[src/rtl/dcache_wb_buffer_pkg.sv]
// ---------------------------------------------------------------------------
// dcache_wb_buffer_pkg
//
// Definitions shared between the data cache, its write buffer and the AXI
// read bridge: cache write request type codes, the AXI burst/size encodings
// used by the cache-side masters, and the write buffer state encoding.
// ---------------------------------------------------------------------------
package dcache_wb_buffer_pkg;

    // Cache write request type codes (wr_type)
    localparam logic [2:0] WR_TYPE_BYTE = 3'b000;
    localparam logic [2:0] WR_TYPE_HALF = 3'b001;
    localparam logic [2:0] WR_TYPE_WORD = 3'b010;
    localparam logic [2:0] WR_TYPE_LINE = 3'b100;

    // AXI burst type and transfer size encodings
    localparam logic [1:0] AXI_BURST_INCR = 2'b01;
    localparam logic [2:0] AXI_SIZE_1     = 3'b000;
    localparam logic [2:0] AXI_SIZE_2     = 3'b001;
    localparam logic [2:0] AXI_SIZE_4     = 3'b010;

    // Write buffer states
    typedef enum logic [1:0] {
        ST_IDLE = 2'd0,
        ST_SEND = 2'd1,
        ST_RESP = 2'd2
    } wb_state_e;

endpackage

[src/rtl/dcache_wb_buffer.sv]
// ---------------------------------------------------------------------------
// dcache_wb_buffer
//
// Single-entry write buffer between the data cache write port and AXI.
// One request (a 4-word dirty line or an uncached byte/half/word store) is
// captured in IDLE, which frees the cache at once; the entry is then issued
// on AW and W concurrently and retired on the B handshake.
//
// Ports:
//   aclk, aresetn         clock, asynchronous active-low reset
//   wr_req/wr_type/wr_addr/wr_wstrb/wr_data   cache write request
//   wr_rdy                buffer can accept a request this cycle
//   rd_chk_addr/rd_hazard refill address check against the buffered line
//   wb_empty              no write outstanding
//   aw*/w*/b*             AXI write address, write data and response channels
// ---------------------------------------------------------------------------
module dcache_wb_buffer
    import dcache_wb_buffer_pkg::*;
#(
    parameter logic [3:0] WR_ID      = 4'd1,
    parameter int         LINE_BEATS = 4
) (
    input  logic         aclk,
    input  logic         aresetn,

    input  logic         wr_req,
    input  logic [2:0]   wr_type,
    input  logic [31:0]  wr_addr,
    input  logic [3:0]   wr_wstrb,
    input  logic [127:0] wr_data,
    output logic         wr_rdy,

    input  logic [31:0]  rd_chk_addr,
    output logic         rd_hazard,
    output logic         wb_empty,

    output logic [3:0]   awid,
    output logic [31:0]  awaddr,
    output logic [7:0]   awlen,
    output logic [2:0]   awsize,
    output logic [1:0]   awburst,
    output logic [1:0]   awlock,
    output logic [3:0]   awcache,
    output logic [2:0]   awprot,
    output logic         awvalid,
    input  logic         awready,

    output logic [3:0]   wid,
    output logic [31:0]  wdata,
    output logic [3:0]   wstrb,
    output logic         wlast,
    output logic         wvalid,
    input  logic         wready,

    input  logic [3:0]   bid,
    input  logic [1:0]   bresp,
    input  logic         bvalid,
    output logic         bready
);

    localparam int BEAT_W = $clog2(LINE_BEATS);

    wb_state_e          state_q, state_d;
    logic [31:0]        addr_q, addr_d;
    logic [127:0]       data_q, data_d;
    logic [3:0]         wstrb_q, wstrb_d;
    logic [2:0]         type_q, type_d;
    logic [BEAT_W-1:0]  beat_q, beat_d;
    logic               aw_done_q, aw_done_d;
    logic               w_done_q, w_done_d;

    logic               isLine;
    logic               unused_inputs;

    // The B response id/status and the in-line offset of the refill address
    // carry no information this buffer acts on.
    assign unused_inputs = ^{bid, bresp, rd_chk_addr[3:0]};

    // State register and captured entry
    always_ff @(posedge aclk or negedge aresetn) begin
        if (!aresetn) begin
            state_q   <= ST_IDLE;
            addr_q    <= '0;
            data_q    <= '0;
            wstrb_q   <= '0;
            type_q    <= '0;
            beat_q    <= '0;
            aw_done_q <= 1'b0;
            w_done_q  <= 1'b0;
        end else begin
            state_q   <= state_d;
            addr_q    <= addr_d;
            data_q    <= data_d;
            wstrb_q   <= wstrb_d;
            type_q    <= type_d;
            beat_q    <= beat_d;
            aw_done_q <= aw_done_d;
            w_done_q  <= w_done_d;
        end
    end

    // AXI address/data channel decode from the captured entry. Valids are
    // pure state decodes, so they are stable until their handshake; wlast is
    // qualified by wvalid so it stays low whenever no beat is offered.
    assign isLine  = (type_q == WR_TYPE_LINE);
    assign awid    = WR_ID;
    assign wid     = WR_ID;
    assign awaddr  = addr_q;
    assign awlen   = isLine ? 8'(LINE_BEATS - 1) : 8'd0;
    assign awburst = AXI_BURST_INCR;
    assign awlock  = 2'b00;
    assign awcache = 4'b0000;
    assign awprot  = 3'b000;
    assign awvalid = (state_q == ST_SEND) && !aw_done_q;
    assign wvalid  = (state_q == ST_SEND) && !w_done_q;
    assign wdata   = data_q[32*beat_q +: 32];
    assign wstrb   = isLine ? 4'hF : wstrb_q;
    assign wlast   = wvalid && (8'(beat_q) == awlen);

    always_comb begin
        awsize = AXI_SIZE_1;
        case (type_q)
            WR_TYPE_LINE, WR_TYPE_WORD: awsize = AXI_SIZE_4;
            WR_TYPE_HALF:               awsize = AXI_SIZE_2;
            default:                    awsize = AXI_SIZE_1;
        endcase
    end

    // Refill hazard covers any entry still owned by the buffer, uncached
    // stores included, and falls the moment the buffer is back in IDLE.
    assign rd_hazard = (state_q != ST_IDLE) && (rd_chk_addr[31:4] == addr_q[31:4]);
    assign wb_empty  = (state_q == ST_IDLE);

    // Next-state logic. AW and W progress independently in SEND; a handshake
    // in the current cycle counts as done when deciding to leave SEND.
    always_comb begin
        state_d   = state_q;
        addr_d    = addr_q;
        data_d    = data_q;
        wstrb_d   = wstrb_q;
        type_d    = type_q;
        beat_d    = beat_q;
        aw_done_d = aw_done_q;
        w_done_d  = w_done_q;
        wr_rdy    = 1'b0;
        bready    = 1'b0;

        case (state_q)
            ST_IDLE: begin
                wr_rdy = 1'b1;
                if (wr_req) begin
                    addr_d  = (wr_type == WR_TYPE_LINE) ? {wr_addr[31:4], 4'h0} : wr_addr;
                    data_d  = wr_data;
                    wstrb_d = wr_wstrb;
                    type_d  = wr_type;
                    state_d = ST_SEND;
                end
            end
            ST_SEND: begin
                if (awvalid && awready) begin
                    aw_done_d = 1'b1;
                end
                if (wvalid && wready) begin
                    if (wlast) begin
                        w_done_d = 1'b1;
                    end else begin
                        beat_d = beat_q + 1'b1;
                    end
                end
                if (aw_done_d && w_done_d) begin
                    state_d = ST_RESP;
                end
            end
            ST_RESP: begin
                bready = 1'b1;
                if (bvalid) begin
                    state_d   = ST_IDLE;
                    aw_done_d = 1'b0;
                    w_done_d  = 1'b0;
                    beat_d    = '0;
                end
            end
            default: begin
                state_d = ST_IDLE;
            end
        endcase
    end

endmodule

[config.mk]
export PLATFORM = sky130hd
export DESIGN_NAME = dcache_wb_buffer
export DESIGN_NICKNAME = d
export VERILOG_FILES = /design/src/rtl/dcache_wb_buffer_pkg.sv /design/src/rtl/dcache_wb_buffer.sv
export SDC_FILE = /design/constraint.sdc
export NUM_CORES = 1
export LEC_CHECK = 0
export CAP_MARGIN = 20
export CORE_MARGIN = 4
export CORE_UTILIZATION = 35
export DETAILED_ROUTE_END_ITERATION = 8
export DONT_BUFFER_PORTS = 1
export GPL_TIMING_DRIVEN = 0
export PLACE_DENSITY = 0.58
export REMOVE_ABC_BUFFERS = 1
export SYNTH_ARGS = -nofsm -noshare
export SYNTH_HDL_FRONTEND = slang
export SYNTH_SLANG_ARGS = --single-unit
export TNS_END_PERCENT = 5
[constraint.sdc]
create_clock -name aclk -period 1.4 [get_ports aclk]
set_input_delay 0.28 -clock aclk [delete_from_list [all_inputs] [get_ports aclk]]
set_output_delay 0.28 -clock aclk [all_outputs]
set_load 0.1 [all_outputs]
Yosys cells after proc, flatten, opt, wreduce, memory -nomap -nowiden
Cells that the tools add are included.

Bits in registers: 173. Latch bits: 0. Bits in writable memories: 0. Memory bits (read-only): 0. Bits of input ports: 211. Output and inout bits: 105. Logic and storage cells: 61. Memories: 0.

Add/subtract/negate cells: 1. $mul: 0. Div/mod/pow operators: 0. Magnitude comparators: 0. Equal/unequal tests: 13. Shifts and indexed selects: 1. Mux-type cells: 21. Bitwise operators: 0. Reduce and logical (&&, ||, !) cells: 17.

Operators by type and width (count): $shiftx A128 B8 Y32 (1); $eq A28 B28 Y1 (1); $mux W2 (6); $mux W1 (8); $mux W4 (2); $pmux W2 S2 (2); $logic_and A1 B1 Y1 (7); $eq A3 B3 Y1 const B (2); $ne A2 B2 Y1 const B (3); $pmux W2 S3 (1); $ne A2 B1 Y1 const B (2); $pmux W1 S2 (2); $reduce_and A2 Y1 (2); $reduce_and A4 Y1 (1); $reduce_bool A2 Y1 (2); $eq A3 B1 Y1 const B (1); $eq A3 B2 Y1 const B (1); $reduce_and A3 Y1 (1); $add A2 B1 Y2 const B (1); $eq A2 B1 Y1 const B (1); $eq A2 B2 Y1 (1); $eq A2 B2 Y1 const B (1); $logic_not A1 Y1 (2); $logic_not A2 Y1 (1); $reduce_or A2 Y1 (1).

Logic depth before layout (Yosys ltp)
Gate-level depths: netlist (run 1).

Word-level depth: 10. Gate-level depth with buffers: 8. Depth with buffers taken out: 4.

Worst setup path after synthesis (run 1)
No wires, ideal clock.

Path type: flip-flop to output port. Start: register addr_q[4], in the netlist awaddr[4]. End: output port rd_hazard. Arrival time: 4413 ps. Path slack: -3293 ps. Stages on the path, launching flop included: 5. Path through: dfrtp_1 xor2_1 nor4_1 nand4_1 nor4_1.

Cells in the longest elaborated chain, start to end: 2.

RTL lines: start: declaration (line dcache_wb_buffer.sv:64) `logic [31:0] addr_q, addr_d;`; start signal: assignment (line dcache_wb_buffer.sv:92) `addr_q <= addr_d;`; $eq A28 B28 Y1 (line dcache_wb_buffer.sv:131) `assign rd_hazard = (state_q != ST_IDLE) && (rd_chk_addr[31:4] == addr_q[31:4]);`; $logic_and A1 B1 Y1 (line dcache_wb_buffer.sv:131); end: declaration (line dcache_wb_buffer.sv:34) `output logic rd_hazard,`.

Every way passes these cells.

Worst setup path in the final report (run 1)
Start: register addr_q[12], in the netlist awaddr[12]. End: output port rd_hazard.

The elaborated chain is that of the path after synthesis.

==> results of run 1 <==
[flip-flops by register name, indices dropped and copies added, names as in the netlist]
signal,flops
data_q,128
aw_done_q,1
type_q,3
wstrb_q,4
w_done_q,1
awaddr,32
beat_q,2
state_q,2
[cell usage in the layout (no fill, tap or decap), drive strengths merged, types with 8 or more instances in the layout]
cell,instances
buf,32
clkbuf,30
conb,26
dfrtp,173
dlygate4sd3,168
mux4,32
nand2,499
nor2,8
xnor2,12
xor2,17
[layer usage]
metal	global-route usage	share of wire	up-vias	wire (um)
li1	-	-	3038	-
met1	0.226	0.42	3263	11000
met2	0.325	0.50	289	13100
met3	0.0594	0.067	34	1760
met4	0.0572	0.019	0	491
met5	0	0	-	0
[stage by stage]
| step | area, um2 | std cells |
|---|---|---|
| after floorplan | 7630 | 810 |
| after global placement | 7990 | 1095 |
| after detailed placement | 8330 | 1109 |
| after CTS | 11100 | 1324 |
| after global routing | 11500 | 1344 |
| final | 11500 | 1344 |
[cells by family (layout without fill, tap and decap cells)]
| logic type | after synthesis | count (layout) | synth area share |
|---|---|---|---|
| buffers and inverters | 75 | 244 | 0.0643 |
| AOI/OAI and AO/OA | 18 | 18 | 0.0152 |
| and+or+nand+nor | 532 | 537 | 0.262 |
| DFF | 173 | 173 | 0.537 |
| other | 2 | 26 | 0.000932 |
| muxes | 32 | 32 | 0.0894 |
| xor gates and xnor gates | 29 | 29 | 0.0315 |
[worst min path at each step]
stage               slack, ns    start         end  depth (start not counted)
global route            -0.49  aresetn  awaddr[31]                          0
global placement        -0.01  aresetn  awaddr[31]                          0
floorplan               -0.02  aresetn   aw_done_q                          0
finish                  -0.45  aresetn  awaddr[31]                          0
CTS                     -0.48  aresetn  awaddr[31]                          0
detailed placement      -0.01  aresetn  awaddr[31]                          0
[repair_timing]
| item | CTS | global route |
|---|---|---|
| buffers inserted | 14 | 7 |
| hold endpoints to repair | 337 | 177 |
| hold buffers | 164 | 4 |
| pin swaps | 38 | 31 |
| gates resized for setup | 91 | 56 |
| endpoints found under the setup margin | 251 | 219 |
| gates cloned | 6 | 9 |
[final cells by class]
cell class                      instances  area (um2)  area share
Timing Repair Buffer                  213        2510       0.217
Clock inverter                         11         134      0.0116
Clock buffer                           20         447      0.0387
Tap cell                              285         357      0.0309
Sequential cell                       173        4460       0.387
Multi-Input combinational cell        642        3620       0.314
[critical path, cell delays in order (launching register included)]
cell and delay (ns):
dfrtp_4 0.63, xor2_1 0.23, nor4_2 0.29, nand4_1 0.20, nor4_4 0.39, clkbuf_16 0.27
==> flow_summary_export.csv, run 1 <==
group,metric,value,unit
outcome,status,"finished with violations",
outcome,violations,"negative hold slack, negative setup slack",
placed_design,portBuffers,0,
timing,setup_tns,-142.30,ns
timing,fmax,370,MHz
timing,final-max-slew-violation-count,0,
floorplanning,rows,55,
finish,diodes,0,
setup_path,cp-end-kind,"output pin",
clock_network,clkSlewWorstSetupHoldPaths,0.07,ns
setup_path,crit_type,"register to output pin",
floorplanning,ioPinCount,316,
logic_synthesis,synthTopCellsByArea,"dfrtp_1 (54%), nand2_1 (23%), mux4_2 (8.9%), buf_4 (3.2%), xor2_1 (1.8%)",
timing,finalHoldViolCount,173,
logic_synthesis,yosysMostFrequentCell,"nand2_1",
placed_design,place_ws,-1.42,ns
placed_design,place_congestion,0.728,
timing,grt_setup_unrepaired,"yes",
finish,fin_nets,1258,
route,drtIter0Drc,371,
logic_synthesis,async_flop_share,1.00,
job,drv_cap,0,
setup_path,worst-r2r-cell-count,6,
logic_synthesis,synth_area,8060,um2
clock_network,clk_latency,0.42,ns
global_routing,grtUsageTotal,0.188,
setup_path,crit_path_end,"rd_hazard",
min_path,hold_class,"input pin to asynchronous set/reset pin",
clock_network,numCtsBuffers,17,
global_routing,grt_pass1_vias,6859,
finish,syn_to_final_growth,43.0,%
clock_network,cts-root-buf,"clkbuf_16",
setup_path,worst-r2r-setup-slack,-0.80,ns
route,vias,6624,
setup_path,cp_data_arrival_time,2.42,ns
timing,setup_viol,219,
finish,drive_above_1_share,0.190,
logic_synthesis,synth_top_area_cell,"dfrtp_1",
logic_synthesis,ys_warn_count,0,
logic_synthesis,synth_cell_type_count,35,
global_routing,grt_pass1_wl,38.2,mm
route,wl_per_cell,19.7,um
floorplanning,core,22600,um2
logic_synthesis,synth-seq-cells,173,
route,via_per_inst,4.93,
global_routing,grt_max_degree,174,
timing,setup_slack,-1.30,ns
floorplanning,dieArea,25500,um2
logic_synthesis,synth_top_area_frac,0.537,
floorplanning,die_height,160,um
floorplanning,initial_core_util,0.356,
clock_network,cts_tree,"yes",
route,post-route-drc-count,0,
logic_synthesis,synth_enable_flop_cells,0,
placed_design,place_hpwl,13.9,mm
logic_synthesis,synth_top_cells_by_count,"nand2_1 (496), dfrtp_1 (173), buf_4 (34)",
setup_path,required,1.12,ns
logic_synthesis,avgSynthCellArea,9.36,um2
route,dr.pass1.iters,5,
timing,clock_skew,0.00972,ns
logic_synthesis,synth_cells,861,
setup_path,critPathLaunchType,"register",
logic_synthesis,synth_flop_cell,"dfrtp_1",
finish,nFillCells,1947,
setup_path,r2r-start,"state_q[1]",
clock_network,clkSinkCount,173,
global_routing,overflow,0,
route,drt-total-wl,26.4,mm
setup_path,critical_path.max_fanout,3,
clock_network,clock_path_buffers,2,
timing,slew_headroom,0.349,
clock_network,cts_max_level,4,
timing,worstMarginPinSlew,0.975,ns
finish,fin_util,0.509,
timing,fin_crit_sh,1.93,
setup_path,startpoint,"awaddr[12]",
timing,whs,-0.449,ns
route,ant_nets,0,
global_routing,antenna_found_initial,0,
logic_synthesis,synth_seq_area_share,0.537,
timing,post-route-min-period,2.70,ns
floorplanning,die-width,160,um
setup_path,reg2reg_to,"data_q[102]",
Power of run 1 is left out: the tool's default activity adds up to more than one toggle a clock period on the data nets, which glitch-free logic cannot reach.
==> inputs of run 2 (changes only) <==
TNS_END_PERCENT = 100   (was 5)
==> run 2 against run 1 <==
Net effect:
- the flow still finishes with violations (negative hold slack, negative setup slack)
- hold slack got worse by 0.0065 ns
- utilization is 7.7 points higher
- die area unchanged
- highest routed layer unchanged
- wire length up 24%
- fmax barely moved
==> flow_summary_export.csv, run 2 (same netlist as run 1, synthesis figures left out) <==
group,metric,value,unit
global_routing,antenna_found_initial,1,
route,vias,7340,
route,ant_nets,0,
timing,post-route-min-period,2.71,ns
floorplanning,die_height,160,um
setup_path,cp_data_arrival_time,2.43,ns
clock_network,clkSlewWorstSetupHoldPaths,0.07,ns
global_routing,grt_pass1_vias,7745,
setup_path,worst-r2r-setup-slack,-0.75,ns
timing,finalHoldViolCount,173,
timing,setup_viol,219,
route,post-route-drc-count,0,
timing,fin_crit_sh,1.93,
clock_network,cts-root-buf,"clkbuf_16",
timing,fmax,370,MHz
outcome,violations,"negative hold slack, negative setup slack",
floorplanning,die-width,160,um
route,drt-total-wl,32.7,mm
floorplanning,core,22600,um2
setup_path,crit_type,"register to output pin",
timing,worstMarginPinSlew,0.839,ns
placed_design,place_congestion,0.728,
setup_path,path_cells,"xor2_2 > nor4_2 > nand4_1 > nor4_4 > clkbuf_16",
global_routing,overflow,0,
route,wl_per_cell,23.5,um
job,drv_cap,0,
finish,final_common_cell,"nand2_1",
setup_path,critPathLaunchType,"register",
route,drtIter0Drc,544,
clock_network,hold_buffers,168,
outcome,status,"finished with violations",
clock_network,cts_max_level,4,
floorplanning,dieArea,25500,um2
placed_design,place_hpwl,13.9,mm
finish,largest_reg_flops,128,
global_routing,grt_pass1_wl,45.1,mm
clock_network,cts_tree,"yes",
setup_path,critical_path.max_fanout,3,
clock_network,numCtsBuffers,17,
setup_path,critical_path_buf_inv_count,1,
placed_design,place_ws,-1.42,ns
global_routing,grt_max_degree,174,
placed_design,portBuffers,0,
clock_network,clkSinkCount,173,
setup_path,critPathMaxStageDelay,0.63,ns
finish,syn_to_final_growth,64.7,%
route,via_per_inst,5.27,
timing,setup_slack,-1.31,ns
setup_path,cp-end-kind,"output pin",
setup_path,required,1.12,ns
clock_network,clock_path_buffers,2,
finish,drive_above_1_share,0.397,
clock_network,clk_latency,0.42,ns
finish,top_register,"data_q",
floorplanning,rows,55,
floorplanning,initial_core_util,0.356,
finish,final_cell_mix,"nand2_1 (282), dlygate4sd3_1 (168), dfrtp_1 (135)",
route,dr.pass1.iters,5,
global_routing,grtUsageTotal,0.229,
finish,nFillCells,1682,
floorplanning,ioPinCount,316,
min_path,hold_class,"input pin to asynchronous set/reset pin",
timing,slew_headroom,0.439,
timing,final-max-slew-violation-count,0,
setup_path,crit_family,"simple AND/OR/NAND/NOR gates",
setup_path,crit_path_top_delay_cell,"dfrtp_4",
timing,whs,-0.456,ns
finish,fin_nets,1306,
timing,grt_setup_unrepaired,"yes",
timing,clock_skew,0.00924,ns
[run 2: worst paths after layout]
check,startpoint,endpoint,cells after the start
worst min register to register,data_q[68],data_q[68],2
worst max register to register,state_q[1],data_q[71],7
min in group aclk,wready,beat_q[0],3
worst max-delay path,awaddr[25],rd_hazard,5
worst min-delay path,aresetn,wstrb_q[1],0
max in group asynchronous,aresetn,awaddr[27],0
[run 2: repair_timing]
action,4_1_cts,5_1_grt
endpoints found under the setup margin,251,219
pin swaps,89,115
cloned,27,9
hold endpoints to repair,341,173
resized for setup,236,253
buffers inserted,50,7
[run 2: metrics by stage]
step | cells | hold WS, ns | util | cell area, um2 | TNS [ns]
2_1_floorplan | 810 | -0.0156 | - | 7630 | -597.94
3_3_place_gp | 1095 | -0.0114 | 0.353 | 7990 | -910.44
3_5_place_dp | 1109 | -0.0109 | 0.368 | 8330 | -215.28
4_1_cts | 1385 | -0.478 | 0.546 | 12400 | -118.72
5_1_grt | 1393 | -0.491 | 0.587 | 13300 | -134.85
6_report | 1393 | -0.456 | 0.587 | 13300 | -127.12
[run 2: area by class of cell]
type	instances	area [um2]	share of cell area
multi-input cells	648	4670	0.352
clock buffers	20	447	0.0336
clock inverters	11	134	0.0101
diodes	1	2.50	0.000188
well taps	285	357	0.0269
repair buffers	255	3210	0.241
flip-flops and latches	173	4460	0.336
[run 2: routing by layer]
metal  part of all wire  global-route usage
met4              0.040               0.105
met2               0.50               0.386
met3              0.073              0.0728
met5                  0                   0
met1               0.38               0.268
Power of run 2 is left out for the same reason.
==> inputs of run 3 (changes only) <==
CORE_ASPECT_RATIO = 1.25   (was unset)
CORE_MARGIN = unset   (was 4)
==> run 3 against run 2 <==
Net effect:
- the flow still finishes with violations (negative hold slack, negative setup slack)
- cell count rose by 0.57%
- via count fell by 0.61%
- non-clock buffer count rose by 7
- hold slack got worse by 0.0053 ns
- design area barely moved
- critical path depth did not move
- clock skew rose by 0.0073 ns
- utilization rose by 0.51 points
- first-iteration DRC count fell by 26%
- global-route usage fell by 0.70 points
- setup slack got worse by 0.063 ns
- highest routed layer unchanged
==> flow_summary_export.csv, run 3 (same netlist as run 1, synthesis figures left out) <==
group,metric,value,unit
setup_path,cp_data_arrival_time,2.49,ns
timing,slew_headroom,0.579,
setup_path,r2r-start,"beat_q[0]",
finish,drive_above_1_share,0.386,
floorplanning,core,22400,um2
placed_design,portBuffers,0,
clock_network,cts_max_level,4,
timing,final-max-slew-violation-count,0,
global_routing,grt_max_degree,174,
finish,syn_to_final_growth,64.7,%
setup_path,critPathLaunchType,"register",
setup_path,cp-end-kind,"output pin",
setup_path,path_cells,"xor2_2 > nor4_2 > nand4_1 > nor4_4 > buf_8",
timing,fmax,361,MHz
job,drv_cap,0,
floorplanning,die_height,172,um
global_routing,overflow,0,
floorplanning,dieArea,23600,um2
route,via_per_inst,5.21,
route,wl_per_cell,22.5,um
global_routing,grtUsageTotal,0.222,
timing,setup_viol,176,
floorplanning,initial_core_util,0.359,
outcome,status,"finished with violations",
route,drtIter0Drc,403,
setup_path,crit_path_top_delay_cell,"dfrtp_4",
floorplanning,ioPinCount,316,
setup_path,critical_path.max_fanout,3,
clock_network,clkSinkCount,173,
timing,clock_skew,0.0165,ns
timing,grt_setup_unrepaired,"yes",
timing,fin_crit_sh,1.98,
setup_path,reg2reg_to,"w_done_q",
setup_path,critical_path_buf_inv_count,1,
setup_path,cp_num_cells,5,
setup_path,required,1.12,ns
setup_path,critPathMaxStageDelay,0.63,ns
timing,setup_slack,-1.37,ns
timing,finalHoldViolCount,173,
timing,post-route-min-period,2.77,ns
global_routing,grt_pass1_wl,38.6,mm
timing,worstMarginPinSlew,0.630,ns
floorplanning,rows,61,
finish,final_cell_mix,"nand2_1 (302), dlygate4sd3_1 (168), dfrtp_1 (134)",
setup_path,crit_type,"register to output pin",
timing,setup_tns,-56.87,ns
clock_network,clock_path_buffers,2,
clock_network,hold_buffers,168,
global_routing,grt_pass1_vias,7118,
route,dr.pass1.iters,4,
finish,fin_nets,1316,
clock_network,clkSlewWorstSetupHoldPaths,0.07,ns
min_path,hold_class,"input pin to asynchronous set/reset pin",
placed_design,place_hpwl,12.4,mm
setup_path,worst-r2r-cell-count,7,
finish,top_register,"data_q",
placed_design,place_congestion,0.721,
global_routing,antenna_found_initial,0,
route,post-route-drc-count,0,
setup_path,worst-r2r-setup-slack,-0.33,ns
outcome,violations,"negative hold slack, negative setup slack",
clock_network,numCtsBuffers,17,
finish,diodes,0,
setup_path,startpoint,"awaddr[19]",
route,vias,7295,
clock_network,clk_latency,0.44,ns
timing,whs,-0.461,ns
clock_network,cts-root-buf,"clkbuf_16",
setup_path,crit_family,"simple AND/OR/NAND/NOR gates",
finish,nFillCells,1726,
finish,final_common_cell,"nand2_1",
finish,largest_reg_flops,128,
route,drt-total-wl,31.5,mm
clock_network,cts_tree,"yes",
route,ant_nets,0,
floorplanning,die-width,138,um
-- run 3: changes by cell type in the layout (fill, tap and decap cells not counted), sizes merged --
cell,before,now
bufbuf,2,0
clkinv,1,3
clkinvlp,4,3
diode,1,0
inv,4,2
clkbuf,29,35
nand2,499,504
buf,76,78
bufinv,2,5
nor2,9,7
-- run 3: how the worst max path moves through the flow --
stage,end,slack (ns)
2_1_floorplan,rd_hazard,-3.29
3_3_place_gp,data_q[121],-5.01
3_5_place_dp,rd_hazard,-1.39
4_1_cts,rd_hazard,-1.35
5_1_grt,rd_hazard,-1.39
6_report,rd_hazard,-1.37
-- run 3: per-layer routing --
layer / wire length (um) / share of wire / track usage / up-vias
li1: - / - / - / 3179
met1: 12700 / 0.40 / 0.271 / 3696
met2: 15900 / 0.50 / 0.392 / 356
met3: 2100 / 0.067 / 0.0460 / 64
met4: 885 / 0.028 / 0.0666 / 0
met5: 0 / 0 / 0 / -
-- run 3: per-stage QoR --
step | instance area, um2 | std cells | setup slack, ns | utilization
floorplan | 7630 | 810 | -3.29 | -
global placement | 7990 | 1093 | -5.01 | 0.356
detailed placement | 8300 | 1106 | -1.39 | 0.370
CTS | 11800 | 1365 | -1.35 | 0.524
global route | 13300 | 1401 | -1.39 | 0.592
finish | 13300 | 1401 | -1.37 | 0.592
-- run 3: area by class of cell --
type                            instances  area, um2  share of cell area
Clock buffer                           19        443              0.0334
Clock inverter                         13        213              0.0160
Multi-Input combinational cell        651       4540               0.342
Sequential cell                       173       4460               0.336
Tap cell                              283        354              0.0267
Timing Repair Buffer                  262       3260               0.246
-- run 3: repair_timing --
item,in CTS,in global routing
resized for setup,131,335
hold endpoints to repair,341,173
pin swaps,26,180
cloned,22,23
endpoints found under the setup margin,251,216
setup buffers,37,24
Power of run 3 is left out for the same reason.
